===== src/rtl/alu_op.sv =====
`default_nettype none
// +----------------------------------------------------------------------------+
// | Module      : alu_op                                                       |
// | Description : Registered n-bit unsigned ALU, one opcode per clock, result  |
// |               plus overflow/underflow/error/zero status flags.             |
// | Revision    : 1.0 - initial release                                        |
// +----------------------------------------------------------------------------+
module alu_op #(
  parameter int n = 4
) (
  input  logic         clk,
  input  logic         rst,
  input  logic [n-1:0] a,
  input  logic [n-1:0] b,
  input  logic [3:0]   op,
  output logic [n-1:0] out,
  output logic         of,
  output logic         un,
  output logic         err,
  output logic         zero
);

  localparam logic [3:0] c_OP_ADD = 4'b0000;
  localparam logic [3:0] c_OP_SUB = 4'b0001;
  localparam logic [3:0] c_OP_AND = 4'b0010;
  localparam logic [3:0] c_OP_OR  = 4'b0011;
  localparam logic [3:0] c_OP_XOR = 4'b0100;
  localparam logic [3:0] c_OP_NOT = 4'b0101;
  localparam logic [3:0] c_OP_SHL = 4'b0110;
  localparam logic [3:0] c_OP_MUL = 4'b0111;
  localparam logic [3:0] c_OP_SHR = 4'b1000;
  localparam logic [3:0] c_OP_DIV = 4'b1001;
  localparam logic [3:0] c_OP_MOD = 4'b1010;

  // Width n held in n+1 bits so it can be compared against a zero-extended b.
  localparam logic [n:0] c_N_WIDE = (n+1)'(n);

  logic [n:0]     w_sum;
  logic [n-1:0]   w_diff;
  logic           w_borrow;
  logic [2*n-1:0] w_prod;
  logic           w_shamt_big;
  logic [2*n-1:0] w_shl_wide;
  logic [n-1:0]   w_shl_res;
  logic           w_shl_of;
  logic [n-1:0]   w_shr_res;
  logic           w_div_zero;
  logic [n-1:0]   w_quot;
  logic [n-1:0]   w_rem;

  assign w_sum       = {1'b0, a} + {1'b0, b};
  assign w_diff      = a - b;
  assign w_borrow    = (a < b);
  assign w_prod      = {{n{1'b0}}, a} * {{n{1'b0}}, b};
  assign w_shamt_big = ({1'b0, b} >= c_N_WIDE);

  // Left shift in a double-width field: the upper half holds every bit pushed out.
  assign w_shl_wide  = {{n{1'b0}}, a} << b;
  assign w_shl_res   = w_shamt_big ? '0 : w_shl_wide[n-1:0];
  assign w_shl_of    = w_shamt_big ? (|a) : (|w_shl_wide[2*n-1:n]);
  assign w_shr_res   = w_shamt_big ? '0 : (a >> b);

  assign w_div_zero  = (b == '0);
  assign w_quot      = w_div_zero ? '0 : (a / b);
  assign w_rem       = w_div_zero ? '0 : (a % b);

  logic [n-1:0] w_out;
  logic         w_of;
  logic         w_un;
  logic         w_err;
  logic         w_zero;

  always_comb begin
    w_out = '0;
    w_of  = 1'b0;
    w_un  = 1'b0;
    w_err = 1'b0;
    case (op)
      c_OP_ADD: begin
        w_out = w_sum[n-1:0];
        w_of  = w_sum[n];
      end
      c_OP_SUB: begin
        w_out = w_diff;
        w_un  = w_borrow;
      end
      c_OP_AND: w_out = a & b;
      c_OP_OR:  w_out = a | b;
      c_OP_XOR: w_out = a ^ b;
      c_OP_NOT: w_out = ~a;
      c_OP_SHL: begin
        w_out = w_shl_res;
        w_of  = w_shl_of;
      end
      c_OP_MUL: begin
        w_out = w_prod[n-1:0];
        w_of  = |w_prod[2*n-1:n];
      end
      c_OP_SHR: w_out = w_shr_res;
      c_OP_DIV: begin
        w_out = w_quot;
        w_err = w_div_zero;
      end
      c_OP_MOD: begin
        w_out = w_rem;
        w_err = w_div_zero;
      end
      default:  w_err = 1'b1;
    endcase
  end

  // Zero comes from the value being loaded so it lines up with out.
  assign w_zero = (w_out == '0) && !w_err;

  logic [n-1:0] r_out;
  logic         r_of;
  logic         r_un;
  logic         r_err;
  logic         r_zero;

  always_ff @(posedge clk) begin
    if (rst) begin
      r_out  <= '0;
      r_of   <= 1'b0;
      r_un   <= 1'b0;
      r_err  <= 1'b0;
      r_zero <= 1'b1;
    end else begin
      r_out  <= w_out;
      r_of   <= w_of;
      r_un   <= w_un;
      r_err  <= w_err;
      r_zero <= w_zero;
    end
  end

  assign out  = r_out;
  assign of   = r_of;
  assign un   = r_un;
  assign err  = r_err;
  assign zero = r_zero;

endmodule
`default_nettype wire


===== config.mk =====
export PLATFORM = sky130hd
export DESIGN_NAME = alu_op
export DESIGN_NICKNAME = d
export VERILOG_FILES = /design/src/rtl/alu_op.sv
export SDC_FILE = /design/constraint.sdc
export NUM_CORES = 1
export LEC_CHECK = 0
export CAP_MARGIN = 20
export CORE_ASPECT_RATIO = 1.1
export CORE_MARGIN = 8
export CORE_UTILIZATION = 60
export CTS_BUF_LIST = sky130_fd_sc_hd__clkbuf_8
export DETAILED_ROUTE_END_ITERATION = 16
export PLACE_DENSITY = 0.85
export SETUP_SLACK_MARGIN = 0.1
export SYNTH_ARGS = -nofsm -noshare
export SYNTH_HDL_FRONTEND = slang
export SYNTH_SLANG_ARGS = --single-unit

===== constraint.sdc =====
create_clock -name clk -period 7.7 [get_ports clk]
set_input_delay 1.54 -clock clk [delete_from_list [all_inputs] [get_ports clk]]
set_output_delay 1.54 -clock clk [all_outputs]
set_load 0.005 [all_outputs]

* Word-level counts from Yosys, hierarchy flattened *
Cells that the tools add are included.

cells by class
  $add $sub $neg = 2
  multipliers = 1
  divide/modulo/power cells = 2
  order comparisons = 2
  eq/ne operators = 10
  shift-type cells = 2
  multiplexer cells = 8
  bitwise operators = 5
  reduce and logical (&&, ||, !) cells = 11

operators by type and width
  operator                                                               count
  4-bit case mux with 11 select lines                                    1
  4-bit by 3-bit == test with 1-bit output, second input constant        4
  4-bit 2-to-1 mux                                                       4
  4-bit == test, second input constant                                   3
  4-bit logical NOT                                                      3
  4-bit OR reduction                                                     3
  9-bit OR reduction                                                     1
  4-bit by 2-bit == test with 1-bit output, second input constant        2
  4-bit by 4-bit multiplier with 8-bit output                            1
  4-bit by 4-bit left shift with 8-bit output                            1
  4-bit by 4-bit adder with 5-bit output                                 1
  4-bit AND                                                              1
  4-bit by 4-bit divider with 4-bit output                               1
  4-bit by 1-bit == test with 1-bit output, second input constant        1
  4-bit by 3-bit >= comparator with 1-bit output, second input constant  1
  4-bit < comparator                                                     1
  4-bit by 4-bit modulo with 4-bit output                                1
  4-bit NOT                                                              1
  4-bit bitwise OR                                                       1
  2-bit OR reduction                                                     2
  4-bit by 4-bit >> shifter with 4-bit output                            1
  4-bit subtractor                                                       1
  4-bit XOR                                                              1
  1-bit case mux with 3 select lines                                     1
  other kinds (5)                                                        5

word-level totals
  flip-flop bits (word level) = 8
  bits of input ports = 14
  output and inout port bits = 8

* Depth between registers and ports, before layout *
  depth in word-level cells = 5
  depth in mapped cells = 23

* Worst setup path before layout *
No wires, ideal clock.

  path type = input port to flip-flop
  from = input port b[0]
  to = register r_zero, in the netlist zero
  library setup time = 0.086 ns
  arrival time = 5.855 ns
  required time = 7.614 ns
  path slack = 1.760 ns
  stages = 19
  buffers on the path = 1
  cells stage by stage = clkbuf_1 -> inv_1 -> ha_1 -> or4b_4 -> a22oi_4 -> ha_1 -> o21a_1 -> or3_1 -> nand2_1 -> ha_1 -> o41ai_1 -> a31oi_4 -> ha_1 -> a21o_1 -> nor2_1 -> mux2i_1 -> o2111a_1 -> o2111ai_1 -> a211oi_1

between the ends
  cells in the longest elaborated chain, start to end = 5
  elaborated cells between the ends (all ways) = 21

ends and longest elaborated chain
  item                                                             RTL line  source
  from (decl)                                                      14        input logic [n-1:0] b,
  4-bit by 4-bit modulo with 4-bit output (tied with other cells)  65        assign w_rem = w_div_zero ? '0 : (a % b);
  4-bit 2-to-1 mux (on tied branches)                              --
  4-bit case mux with 11 select lines                              78        case (op)
  4-bit logical NOT                                                113       assign w_zero = (w_out == '0) && !w_err;
  1-bit logical AND *                                              113
  to (signal assigned)                                             133       r_zero <= w_zero;
  to (decl)                                                        119       logic r_zero;

Every way passes the cells marked *; elsewhere a longest branch is shown, timed or not.
A chain may end at the register's enable or synchronous reset.

* Final worst setup path *
Same ends and word-level chain as after synthesis.

==> impl_metrics.ini <==
[timing]
fin_crit_sh_pct = 84.5
finalSetupViolCount = 0
timing.fmax_ghz = 0.154
fin_setup_tns_ns = 0
hold_slack_ns = 1.94
fin_ws_ns = 1.20
hold_viol_final = 0
relSlewSlack_pct = 42.4
tightest_slew_ns = 0.862
drv_slew = 0
finalCriticalPeriod_ns = 6.50
rsz0062_at_grt = no

[clocking]
clk_path_buf_depth = 2
path_clk_slew_ns = 0.04
cts_resized = 0
cts_hold_buf = 0
cts_tree = yes
post-cts-setup-buffer-count = 0
cts.sinks = 8
cts_htree_levels = 1
numCtsBuffers = 3
cts_root_buffer = clkbuf_8

[critical_path]
crit_chain = clkdlybuf4s50_1 > buf_4 > inv_1 > ha_1 > or4b_4 > a22oi_4 > ha_1 > o21a_1 > o21ai_2 > or3_1 > nand2_1 > ha_1 > o21bai_1 > a21oi_2 > mux2_2 > fa_1 > a21oi_1 > nor2_1 > mux2i_1 > o2111a_1 > o2111ai_1 > a211oi_1
crit_path_start = b[0]
worstSetupPathType = primary input to flip-flop
worst-path-max-fanout = 19
slowest_delay_ns = 0.47
end_kind = flip-flop
slowest_stage = or4b_4
critPathArrivalTime_ns = 6.64
cp_common_cell = ha_1
worstPathRequired_ns = 7.84
start_kind = primary input

[grt]
grt_max_degree = 25
grt_pass1_vias = 1997
overflow = 0
grt_pass1_wl_um = 8930
antenna_found_initial = 0
grt_use_total_pct = 19.2

[synthesis]
async_reset_ff_share_pct = 0
synth.avg_cell_area_sq_um = 7.90
synth_fp_nets = 325
syn-cell-area_sq_um = 2100
ys_ff_latch = 8
syn_inst = 266
yosysUniqueCellTypes = 62
synth_flop_cell = dfxtp_1
yosysSeqAreaShare_pct = 7.62
synth_edf_count = 0
yosys_warnings = 0

[worst_hold_path]
min_from = rst
min_path_type = primary input to flip-flop
hold_depth = 2
hold_end = err

[placed_design]
place_hpwl_um = 4200
portBuffers = 21
pre_cts_slack_ns = 1.01
gp_congestion = 0.926

[power_and_ir_drop]
p_per_area_nw_per_um2 = 107
ir_worst_vdd_uv = 47.0
p_leak_nw = 1.07

[floorplanning]
ioPinCount = 22
start_util_pct = 62.6
die_h_um = 78.1
die-area_sq_um = 5650
coreArea_sq_um = 3360
rows = 22
die_w_um = 72.4

[detailed_routing]
vias = 2071
ant_nets = 0
first_pass_iters = 4
wl_per_cell_um = 16.3
drt_iter0_markers = 287
route.detailed.drc = 0
viasPerCell = 6.28
wl_um = 5370

[layout]
final_cell_mix = 38 x ha_1, 27 x nor2_1, 22 x inv_1
drive_gt1_share_pct = 6.74
fin_nets = 343
final_util_pct = 70.6
syn_to_final_growth_pct = 12.9
n_fill_cell = 300
antenna_cells = 0
layout_commonest_cell = ha_1

[run]
cap_violations = 0

[outcome]
status = completed
[power by group]
group | switching [W] | total (W) | internal (W)
registers | 0.000000712 | 0.0000453 | 0.0000446
clock network | 0.0000167 | 0.0000505 | 0.0000339
logic | 0.0000881 | 0.000158 | 0.0000701
total | 0.000106 | 0.000254 | 0.000149
[worst max-delay path by stage]
stage | cells after the start | to | slack, ns
6_report | 22 | zero | 1.20
5_1_grt | 24 | zero | 0.79
4_1_cts | 24 | zero | 1.22
3_5_place_dp | 24 | zero | 1.01
3_3_place_gp | 24 | zero | 1.11
2_1_floorplan | 19 | zero | 1.76
[cell type report]
class | count | area [sq um] | area share, %
Sequential cell | 8 | 160 | 6.75
Multi-Input combinational cell | 225 | 1800 | 75.8
Timing Repair Buffer | 23 | 225 | 9.50
Inverter | 23 | 86.3 | 3.64
Tap cell | 48 | 60.1 | 2.53
Clock buffer | 3 | 41.3 | 1.74
[critical path: cells and delay by family]
family	cells	cell delay [ns]
AO/OA/AOI/OAI	9	1.62
adder cells (fa/ha/maj)	4	1.22
AND/OR/NAND/NOR	4	0.92
buffers and inverters	3	0.77
multiplexers	2	0.57
[metal layers]
layer	routed length, um	track usage (%)	share of wire (%)
met4	112	10.0	2.1
met3	409	2.67	7.6
met5	0	0	0
met1	2310	23.7	43
met2	2540	31.4	47
[state kept, by name, indices dropped and copies added (netlist names)]
| signal | count |
|---|---|
| of | 1 |
| out | 4 |
| zero | 1 |
| un | 1 |
| err | 1 |
[synthesized netlist by cell type, drive strengths merged (7+ instances only)]
library cell | number | share of area [%]
ha | 38 | 23
nor2 | 28 | 5.4
inv | 23 | 4.1
o21ai | 19 | 4.7
a21oi | 17 | 4.2
nand2 | 13 | 2.4
a211oi | 8 | 2.9
buf | 8 | 2.3
dfxtp | 8 | 7.6
mux2i | 8 | 4.0
fa | 7 | 6.7
nor3 | 7 | 1.9
[through the flow]
| stage | power [W] | instance area [sq um] | instances |
|---|---|---|---|
| 2_1_floorplan | 0.000159 | 2100 | 266 |
| 3_3_place_gp | 0.000198 | 2330 | 327 |
| 3_5_place_dp | 0.000201 | 2330 | 327 |
| 4_1_cts | 0.000254 | 2370 | 330 |
| 5_1_grt | 0.000274 | 2370 | 330 |
| 6_report | 0.000254 | 2370 | 330 |
[kinds of logic after synthesis]
logic type,after synthesis,synth area share [%]
AOI/OAI and AO/OA,84,28.7
xor gates and xnor gates,8,3.33
adders and majority gates,46,29.8
buffers and inverters,33,6.79
DFF,8,7.62
muxes,9,4.53
and+or+nand+nor,78,19.2
(Power assumes the default switching activity.)
